File: src/rtl/k005297_pgcmp.sv
// k005297_pgcmp: deserialises the LSB-first page word once per ROT20 frame and runs a target-page search.
// Optional macro K005297_PGCMP_NEAR_EN adds o_PAGE_NEAR (page one frame ahead of the target).
module k005297_pgcmp #(
    parameter int PAGE_W         = 12,
    parameter int PAGE_MAX       = 2052,
    parameter int TIMEOUT_FRAMES = 2100
) (
    input  logic              i_MCLK,
    input  logic              i_RST,
    input  logic              i_CLK2M_PCEN_n,
    input  logic [19:0]       i_ROT20_n,
    input  logic              i_ABSPGCNTR_LSB,
    input  logic [PAGE_W-1:0] i_TARGET_PAGE,
    input  logic              i_SEARCH_START,
    input  logic              i_SEARCH_ABORT,
    output logic [PAGE_W-1:0] o_CUR_PAGE,
    output logic              o_PAGE_MATCH,
`ifdef K005297_PGCMP_NEAR_EN
    output logic              o_PAGE_NEAR,
`endif
    output logic              o_SEARCH_BUSY,
    output logic              o_SEARCH_TIMEOUT,
    output logic              o_SEARCH_ERR
);

    localparam int                CNT_W       = 12;
    localparam logic [PAGE_W-1:0] PAGE_MAX_W  = PAGE_W'(PAGE_MAX);
    localparam logic [CNT_W-1:0]  TIMEOUT_CNT = CNT_W'(TIMEOUT_FRAMES);

    typedef enum logic [2:0] {IDLE, ARMED, SEARCH, FOUND, TIMEOUT} state_t;

    state_t            state_q, state_d;
    logic [PAGE_W-1:0] shift_q, curPage_q, target_q, target_d;
    logic [CNT_W-1:0]  frameCnt_q, frameCnt_d, frameCntInc;
    logic              timeout_q, timeout_d, err_q, err_d, match_q, match_d;
    logic              en, wordValid, frameEnd, startGo, abortGo, targetBad, compareGo, hit;
    logic              unusedPhases;

    assign en           = ~i_CLK2M_PCEN_n;
    assign wordValid    = en & ~i_ROT20_n[PAGE_W];
    assign frameEnd     = en & ~i_ROT20_n[19];
    assign abortGo      = en & i_SEARCH_ABORT;
    assign startGo      = en & i_SEARCH_START & ~i_SEARCH_ABORT;
    assign targetBad    = i_TARGET_PAGE > PAGE_MAX_W;
    assign compareGo    = (state_q == SEARCH) & wordValid & ~abortGo & ~startGo;
    assign hit          = shift_q == target_q;
    assign frameCntInc  = frameCnt_q + CNT_W'(1);
    assign unusedPhases = &i_ROT20_n[18:PAGE_W+1];

    // Serial capture: phase k deposits bit k, the word is published on the following phase.
    always_ff @(posedge i_MCLK or posedge i_RST) begin
        if (i_RST) begin
            shift_q   <= '0;
            curPage_q <= '0;
        end else if (en) begin
            for (int k = 0; k < PAGE_W; k++) begin
                if (!i_ROT20_n[k]) shift_q[k] <= i_ABSPGCNTR_LSB;
            end
            if (wordValid) curPage_q <= shift_q;
        end
    end

    always_ff @(posedge i_MCLK or posedge i_RST) begin
        if (i_RST) state_q <= IDLE;
        else       state_q <= state_d;
    end

    // Abort beats start; start restarts from any state.
    always_comb begin
        state_d = state_q;
        if (abortGo) begin
            state_d = IDLE;
        end else if (startGo) begin
            state_d = targetBad ? IDLE : ARMED;
        end else if (en) begin
            case (state_q)
                ARMED:   if (frameEnd) state_d = SEARCH;
                SEARCH:  if (compareGo) begin
                             if (hit)                              state_d = FOUND;
                             else if (frameCntInc == TIMEOUT_CNT) state_d = TIMEOUT;
                         end
                FOUND:   state_d = IDLE;
                TIMEOUT: state_d = IDLE;
                default: state_d = state_q;
            endcase
        end
    end

    always_comb begin
        target_d   = target_q;
        frameCnt_d = frameCnt_q;
        timeout_d  = timeout_q;
        err_d      = err_q;
        match_d    = en ? 1'b0 : match_q;
        if (startGo) begin
            timeout_d  = 1'b0;
            err_d      = targetBad;
            frameCnt_d = '0;
            if (!targetBad) target_d = i_TARGET_PAGE;
        end else if (compareGo) begin
            match_d = hit;
            if (!hit) begin
                frameCnt_d = frameCntInc;
                if (frameCntInc == TIMEOUT_CNT) timeout_d = 1'b1;
            end
        end
    end

    always_ff @(posedge i_MCLK or posedge i_RST) begin
        if (i_RST) begin
            target_q   <= '0;
            frameCnt_q <= '0;
            timeout_q  <= 1'b0;
            err_q      <= 1'b0;
            match_q    <= 1'b0;
        end else begin
            target_q   <= target_d;
            frameCnt_q <= frameCnt_d;
            timeout_q  <= timeout_d;
            err_q      <= err_d;
            match_q    <= match_d;
        end
    end

    // FOUND still reads busy so busy falls one enable after the match pulse.
    always_comb begin
        o_SEARCH_BUSY = (state_q == ARMED) || (state_q == SEARCH) || (state_q == FOUND);
    end

    assign o_CUR_PAGE       = curPage_q;
    assign o_PAGE_MATCH     = match_q;
    assign o_SEARCH_TIMEOUT = timeout_q;
    assign o_SEARCH_ERR     = err_q;

`ifdef K005297_PGCMP_NEAR_EN
    // The counter steps +522 mod 2053 per frame, so "near" is the page seen one frame earlier.
    localparam int                PAGE_STEP   = 522;
    localparam logic [PAGE_W:0]   PAGE_COUNT  = (PAGE_W+1)'(PAGE_MAX + 1);
    localparam logic [PAGE_W:0]   NEAR_OFFSET = (PAGE_W+1)'(PAGE_MAX + 1 - PAGE_STEP);

    logic [PAGE_W:0]   nearSum;
    logic [PAGE_W-1:0] nearPage, nearTarget_q, nearTarget_d;
    logic              near_q, near_d;

    assign nearSum      = {1'b0, i_TARGET_PAGE} + NEAR_OFFSET;
    assign nearPage     = PAGE_W'((nearSum >= PAGE_COUNT) ? (nearSum - PAGE_COUNT) : nearSum);
    assign nearTarget_d = (startGo && !targetBad) ? nearPage : nearTarget_q;
    assign near_d       = en ? (compareGo && (shift_q == nearTarget_q)) : near_q;

    always_ff @(posedge i_MCLK or posedge i_RST) begin
        if (i_RST) begin
            nearTarget_q <= '0;
            near_q       <= 1'b0;
        end else begin
            nearTarget_q <= nearTarget_d;
            near_q       <= near_d;
        end
    end

    assign o_PAGE_NEAR = near_q;
`endif

endmodule

File: config.mk
export PLATFORM = sky130hd
export DESIGN_NAME = k005297_pgcmp
export DESIGN_NICKNAME = d
export VERILOG_FILES = /design/src/rtl/k005297_pgcmp.sv
export SDC_FILE = /design/constraint.sdc
export NUM_CORES = 1
export LEC_CHECK = 0
export CAP_MARGIN = 20
export CORE_MARGIN = 5
export CORE_UTILIZATION = 56
export DETAILED_ROUTE_END_ITERATION = 10
export MAX_ROUTING_LAYER = met4
export PLACE_DENSITY = 0.91
export SYNTH_ARGS = -nofsm -noshare
export SYNTH_HDL_FRONTEND = slang
export SYNTH_SLANG_ARGS = --single-unit
File: constraint.sdc
create_clock -name i_MCLK -period 4.1 [get_ports i_MCLK]
set_input_delay 0.615 -clock i_MCLK [delete_from_list [all_inputs] [get_ports i_MCLK]]
set_output_delay 0.615 -clock i_MCLK [all_outputs]
set_load 0.005 [all_outputs]
After elaboration in Yosys (flattened, before gate mapping) --
Index checks and enable logic that the tools add are counted. W data, S select, Z words.
Operators by class: add/sub/neg operators 1, multiplexer cells 19, reductions and logical operators 23, shift-type cells 0, eq/ne operators 11, multipliers 0, bitwise operators 27, divide/modulo/power cells 0, order comparisons 1
Operators by type and width (count):
- $mux W12 | 3
- $reduce_and A2 Y1 | 15
- $mux W3 | 7
- $not A1 Y1 | 19
- $add A12 B1 Y12 const B | 1
- $eq A12 B12 Y1 | 1
- $eq A12 B12 Y1 const B | 1
- $gt A12 B12 Y1 const B | 1
- $pmux W3 S3 | 1
- $and A1 B1 Y1 | 8
- $mux W1 | 8
- $ne A4 B4 Y1 const B | 2
- $eq A3 B2 Y1 const B | 2
- $ne A5 B4 Y1 const B | 1
- $reduce_and A5 Y1 | 1
- $reduce_bool A5 Y1 | 1
- $reduce_bool A2 Y1 | 2
- $eq A3 B1 Y1 const B | 1
- $eq A3 B3 Y1 const B | 1
- $ne A3 B1 Y1 const B | 1
- $reduce_and A3 Y1 | 1
- $logic_or A1 B1 Y1 | 2
- $ne A2 B2 Y1 const B | 1
- $reduce_or A2 Y1 | 1
Storage, ports and cells: ROM bits 0, word-level logic and storage cells 101, memories 0, input port bits 38, flip-flop bits (word level) 54, output and inout bits 16, bits in writable memories 0, bits in latches 0

Logic depth before layout (Yosys ltp) --
Gate-level depths: netlist of the first run.
depth after elaboration 10, depth in mapped cells 7, gate-level depth less buffers 7

Worst setup path before layout of the first run --
Ideal clock, no wire load.
kind reg-to-reg, start reg frameCnt_q[0], end reg state_q[1], setup time 0.134 ns, buffers on the path 0, arrival time 1.804 ns, path slack 2.162 ns, cell stages (with the launch flop) 8, data required time 3.966 ns, period minus slack after synthesis 1.938 ns, cells stage by stage dfrtp_1 > ha_1 > nand3_1 > nor3_1 > mux2i_1 > nand4_1 > nor3_1 > o32ai_1
Between the ends: cells in the longest elaborated chain, start to end 4
RTL lines:
- start: declaration | RTL line 34 | logic [CNT_W-1:0] frameCnt_q, frameCnt_d, frameCntInc;
- start signal: assignment | RTL line 118 | frameCnt_q <= frameCnt_d;
- $add A12 B1 Y12 | RTL line 47 | assign frameCntInc = frameCnt_q + CNT_W'(1);
- $eq A12 B12 Y1 | RTL line 80 | else if (frameCntInc == TIMEOUT_CNT) state_d = TIMEOUT;
- $ne A5 B4 Y1 (no source line)
- $reduce_and A5 Y1 (no source line)
- end signal: assignment | RTL line 65 | else state_q <= state_d;
- end: declaration | RTL line 32 | state_t state_q, state_d;
Every way passes these cells. A chain may end at the register's enable or synchronous reset.

Worst setup path after layout of the first run --
start in i_CLK2M_PCEN_n, end reg frameCnt_q[5]
Between the ends: cells in the longest elaborated chain, start to end 7, elaborated cells between the ends (all ways) 14, classes of those cells eq/ne: 1; mux: 1; bitwise: 10; reduce/logical: 2
RTL lines:
- start: declaration | RTL line 10 | input logic i_CLK2M_PCEN_n,
- $not A1 Y1 (no source line) *
- $and A1 B1 Y1, on equally long branches | RTL line 40, 42, 43
- $and A1 B1 Y1 (tied with other cells) | RTL line 45 | assign compareGo = (state_q == SEARCH) & wordValid & ~abortGo & ~startGo;
- $and A1 B1 Y1 or $not A1 Y1 (tied branches) | RTL line 45
- $and A1 B1 Y1 | RTL line 45
- $reduce_bool A2 Y1 (no source line)
- $reduce_and A2 Y1 (no source line)
Every way passes the cells marked *; elsewhere a longest branch is shown, timed or not.

==> results.cfg, run 1 <==
[route]
drt_iter0_drc = 90
wl_per_cell_um = 15.61
vias_per_cell = 5.609
num_vias = 2053
drt-total-wl_mm = 5.713
antenna_left = 0
drc = 0
drt_first_pass_iters = 4

[clock_tree]
clk_pin_slew_ns = 0.10
cts-root-buf = clkbuf_8
htree_levels = 2
clk_path_buf_depth = 2
ctsHoldBuffers = 0
numCtsBuffers = 5
cts.repair.resized = 0
cts.sinks = 54
cts_tree = yes
clk_latency_ns = 0.31
postCtsSetupBuffers = 0

[sta]
relSlewSlack = 0.5096
post-route-min-period_ns = 2.591
finalMaxSlewViolations = 0
fmax_mhz = 385.9
tightest_slew_ns = 0.7332
hold_viol = 0
holdWs_ns = 0.5148
rsz0062_at_grt = false
worst_clock_skew_ns = 0.01023
period_share = 0.6320
final-setup-viol-count = 0
fin_setup_tns_ns = 0

[critical_path]
r2r_cells = 7
cp_slowest_cell = clkdlybuf4s50_1
worstPathArrival_ns = 2.82
cp_data_required_time_ns = 4.33
crit_type = input pin to flop
max_stage_delay_ns = 0.79
path_cells = clkdlybuf4s50_1 > nor2_2 > nand3b_2 > nor3_4 > o21ai_0 > a31oi_1
startpoint_type = input pin
end_kind = flop
path_max_fanout = 19

[synthesis]
synth_top_family_by_area = simple AND/OR/NAND/NOR gates
synth_compound_area_frac = 0.1013
synth_warnings = 0
synthMuxAreaShare = 0.1596
synth_area_um2 = 2790
async_flop_share = 1.000
syn_nets = 294
synth_cell_types = 51
synth-xor-area-share = 0.05022
yosys.area_share.adder = 0.008969
syn_inst = 254
synth_seq_area_share = 0.4843
synth_edf_count = 0
ys_seq_elements = 54
avgSynthCellArea_um2 = 10.98
synth-simple-area-share = 0.1605
synth_ff_type = dfrtp_1

[die]
die_w_um = 80.59
die_area_um2 = 6494
floorplan.rows = 25
start_util = 0.5830
die_h_um = 80.59
io_pins = 54
core-area_um2 = 4786

[layout]
final_util = 0.7114
design.final.nets = 338
final_area_um2 = 3405
diodes = 0
num-fill-cells = 344
syn_to_final_growth_pct = 22.02
drive_above_1_share = 0.2074

[power_and_ir_drop]
p_leak_nw = 1.404
irDropWorstVdd_mv = 0.3270
power_density_nw_per_um2 = 400.2
fin_total_pwr_mw = 1.362

[placed_design]
io_buffers = 47
gp_congestion = 0.8463
place_hpwl_mm = 4.081
place_area_um2 = 3288

[grt]
antenna_found_initial = 0
grt_pass1_wl_mm = 10.02
track_usage = 0.2040
grt_max_degree = 35
grt_pass1_vias = 2073
grt-ovfl-total = 0

[worst_hold_path]
hold_path_class = flop to flop
hold_depth = 1

[status]
status = complete, no violations

[run]
cap_violations = 0
-- cells in the mapped netlist (all sizes together) (5+ instances only) --
cell type   n  area [um2]
mux2       36       405.4
nand3      10       50.05
nand4       5       31.28
inv         7       26.27
nor3        6       57.55
a21oi       6       30.03
nand2      17       63.81
xnor2      15       131.4
nor4        7       50.05
buf         9       60.05
dfrtp      54        1351
o21ai      10       50.05
nor2       26       102.6
-- layout by cell type (no fill, tap or decap), types with 6 or more instances in the layout --
cell type,Yosys,routed
a21oi_1,6,6
clkdlybuf4s50_1,0,47
dfrtp_1,54,54
mux2_2,36,36
nand2_1,17,17
nand3_1,10,10
nor2_1,24,24
nor4_1,6,6
o21ai_0,6,6
xnor2_1,15,15
-- path summary, 6_finish.rpt --
| path | startpoint | endpoint | slack, ns |
|---|---|---|---|
| worst max register to register | frameCnt_q[0]$_DFFE_PP0P_ | state_q[1]$_DFFE_PP0P_ | 1.83 |
| min in group asynchronous | i_RST | shift_q[9]$_DFFE_PP0P_ | 0.72 |
| worst min-delay path | o_CUR_PAGE[11]$_DFFE_PP0P_ | o_CUR_PAGE[11]$_DFFE_PP0P_ | 0.51 |
| worst max-delay path | i_CLK2M_PCEN_n | frameCnt_q[5]$_DFFE_PP0P_ | 1.51 |
| max in group asynchronous | i_RST | o_PAGE_MATCH$_DFF_PP0_ | 2.63 |
| worst min register to register | o_CUR_PAGE[11]$_DFFE_PP0P_ | o_CUR_PAGE[11]$_DFFE_PP0P_ | 0.51 |
-- registers in the layout, summed over array words and instances, names as in the netlist --
register,cells
state_q,3
frameCnt_q,12
o_PAGE_MATCH,1
o_SEARCH_ERR,1
target_q,12
o_SEARCH_TIMEOUT,1
shift_q,12
o_CUR_PAGE,12
-- per-layer routing --
metal,GRT usage,share of wire,vias up
met5,-,0,-
met4,0.06250,0.015,0
met3,0.04260,0.052,8
met2,0.3411,0.49,50
met1,0.2491,0.44,1002
li1,-,-,993
-- final cells by class --
cell class	count	area (um2)	area share
multi-input combinational	181	1341	0.3940
sequential	54	1351	0.3969
inverter	7	26.28	0.007718
clock buffer	5	68.82	0.02021
timing repair buffer	49	485.5	0.1426
tap	67	83.83	0.02462
clock inverter	3	47.55	0.01397
-- metrics by stage --
stage | cells | worst slack [ns]
finish | 366 | 1.509
global route | 366 | 1.327
CTS | 366 | 1.538
detailed placement | 358 | 1.199
global placement | 358 | 1.259
floorplan | 254 | 2.162
-- power breakdown --
group / switching (mW) / total, mW / internal, mW / leakage [nW]
clock network: 0.184 / 0.369 / 0.185 / 0.0587
logic: 0.117 / 0.315 / 0.199 / 0.671
registers: 0.0652 / 0.678 / 0.612 / 0.675
-- cells by family after synthesis --
group | Yosys count
simple gates | 83
flops | 54
compound gates | 40
mux | 40
buf+inv | 19
xor+xnor | 16
fa+ha+maj | 2
-- worst max-delay path, delay by kind of cell --
family	cells	cell delay, ns
buffers and inverters	1	0.79
and+or+nand+nor	3	1.02
AOI/OAI and AO/OA	2	0.39
No activity file was read; power rests on OpenSTA's default activity.
==> run 2, diff against run 1 <==
--- a/config.mk
+++ b/config.mk
@@ -7,10 +7,10 @@
 export LEC_CHECK = 0
 export CAP_MARGIN = 20
 export CORE_MARGIN = 5
-export CORE_UTILIZATION = 56
+export CORE_UTILIZATION = 52
 export DETAILED_ROUTE_END_ITERATION = 10
 export MAX_ROUTING_LAYER = met4
-export PLACE_DENSITY = 0.91
+export PLACE_DENSITY = 0.86
 export SYNTH_ARGS = -nofsm -noshare
 export SYNTH_HDL_FRONTEND = slang
 export SYNTH_SLANG_ARGS = --single-unit
==> constraint.sdc (replaced) <==
create_clock -name i_MCLK -period 2.53 [get_ports i_MCLK]
set_input_delay 0.3795 -clock i_MCLK [delete_from_list [all_inputs] [get_ports i_MCLK]]
set_output_delay 0.3795 -clock i_MCLK [all_outputs]
set_load 0.005 [all_outputs]
==> run 2 against run 1 <==
Effect of this change:
- first-iteration DRC count rose by 61%
- clock power up 68%
- cell count grew 2.2%
- critical path depth is 1 higher
- die area rose by 6.7%
- core utilization down 4.2 points
- critical endpoint is now state_q[1]$_DFFE_PP0P_
==> results.cfg, run 2 (synthesis gave the netlist of run 1 again) <==
[layout]
multiInputGateArea_um2 = 1341
fin_cells = 374
regArea_um2 = 1351
syn_to_final_growth_pct = 24.13
mostFrequentLayoutCells = dfrtp_1 (54), clkdlybuf4s50_1 (47), mux2_2 (36), nor2_1 (24), nand2_1 (17)
drive_above_1_share = 0.2204
design.final.nets = 343
num-fill-cells = 394
final_area_um2 = 3463
layout_commonest_cell = dfrtp_1
diodes = 0

[critical_path]
critical_path_buf_inv_count = 0
max_stage_delay_ns = 0.44
startpoint_type = flop
r2r_start = frameCnt_q[0]$_DFFE_PP0P_
cp_slowest_cell = nor3_1
end_kind = flop
path_max_fanout = 6
crit_type = flop to flop
worstPathArrival_ns = 2.40
cp_data_required_time_ns = 2.71
cpMostUsedCell = nor3_1
critical_path.top_delay_family = simple AND/OR/NAND/NOR gates
path_cells = ha_1 > nand3_1 > nor3_1 > mux2i_1 > nand4_1 > nor3_1 > o32ai_1
critPathLaunch = frameCnt_q[0]$_DFFE_PP0P_

[sta]
fmax_mhz = 450.4
fin_setup_tns_ns = 0
finalMaxSlewViolations = 0
tightest_slew_ns = 0.5291
relSlewSlack = 0.6468
period_share = 0.8775
rsz0062_at_grt = false
final-setup-viol-count = 0
hold_viol = 0
holdWs_ns = 0.4119
post-route-min-period_ns = 2.220
worst_clock_skew_ns = 0.01163

[route]
drt_iter0_drc = 145
wl_per_cell_um = 16.07
drc = 0
drt-total-wl_mm = 6.010
num_vias = 2097
vias_per_cell = 5.607
antenna_left = 0
drt_first_pass_iters = 4

[run]
cap_violations = 0

[grt]
track_usage = 0.1877
grt_pass1_wl_mm = 10.44
grt_max_degree = 32
grt-ovfl-total = 0
grt_pass1_vias = 2203
antenna_found_initial = 0

[placed_design]
place_hpwl_mm = 4.472
gp_congestion = 0.8274
dp.cells = 366
io_buffers = 47
place_area_um2 = 3342

[clock_tree]
cts_tree = yes
postCtsSetupBuffers = 0
cts.sinks = 54
cts.repair.resized = 0
clk_latency_ns = 0.31
clk_pin_slew_ns = 0.10
cts-root-buf = clkbuf_8
numCtsBuffers = 5
htree_levels = 2
ctsHoldBuffers = 0
clk_path_buf_depth = 2

[status]
status = complete, no violations

[worst_hold_path]
hold_path_class = input pin to asynchronous set/reset pin

[die]
die_area_um2 = 6931
io_pins = 54
die_w_um = 83.25
start_util = 0.5394
floorplan.rows = 26
core-area_um2 = 5172
die_h_um = 83.25

[power_and_ir_drop]
p_leak_nw = 1.437
fin_total_pwr_mw = 2.244
power_density_nw_per_um2 = 647.8
irDropWorstVdd_mv = 0.5114
run 2: cell count changes in the layout (fill, tap and decap cells not counted):
cell / delta
clkbuf_8: +1
buf_4: +4
buf_12: +1
clkinv_4: -1
run 2: metal layers:
layer | global-route usage | wire length (um)
met4 | 0.06835 | 91
met2 | 0.3185 | 2985
met3 | 0.02970 | 229
met1 | 0.2259 | 2704
met5 | - | 0
run 2: worst paths after layout:
check	end	slack, ns	cells after the start
min reg2reg	o_CUR_PAGE[10]$_DFFE_PP0P_	0.52	1
min	o_CUR_PAGE[4]$_DFFE_PP0P_	0.41	2
min in group i_MCLK	o_CUR_PAGE[10]$_DFFE_PP0P_	0.52	1
max reg2reg	state_q[1]$_DFFE_PP0P_	0.31	7
max in group asynchronous	target_q[11]$_DFFE_PP0P_	1.57	3
max	state_q[1]$_DFFE_PP0P_	0.31	7
run 2: power breakdown:
part / internal [mW] / switching, mW / total (mW) / leakage [nW]
Combinational: 0.333 / 0.203 / 0.535 / 0.701
Sequential: 0.993 / 0.0946 / 1.09 / 0.675
Clock: 0.326 / 0.295 / 0.621 / 0.0618
Total: 1.65 / 0.592 / 2.24 / 1.44
run 2: area by class of cell:
class                      count  share of cell area
clock buffer                   6             0.02384
tap                           70             0.02529
sequential                    54              0.3902
inverter                       7            0.007587
multi-input combinational    181              0.3873
clock inverter                 2             0.01120
timing repair buffer          54              0.1546
run 2: worst register-to-register path, stage by stage, from the launching register on:
cell and delay (ns):
dfrtp_1 0.36, ha_1 0.26, nand3_1 0.18, nor3_1 0.44, mux2i_1 0.24, nand4_1 0.18
nor3_1 0.31, o32ai_1 0.12
run 2: per-stage QoR:
stage                     utilization  worst slack [ns]
final                          0.6696            0.3099
after global routing           0.6696            0.2032
after CTS                      0.6696            0.3673
after detailed placement       0.6461            0.3659
after global placement         0.6461            0.4407
after floorplan                     -            0.5918
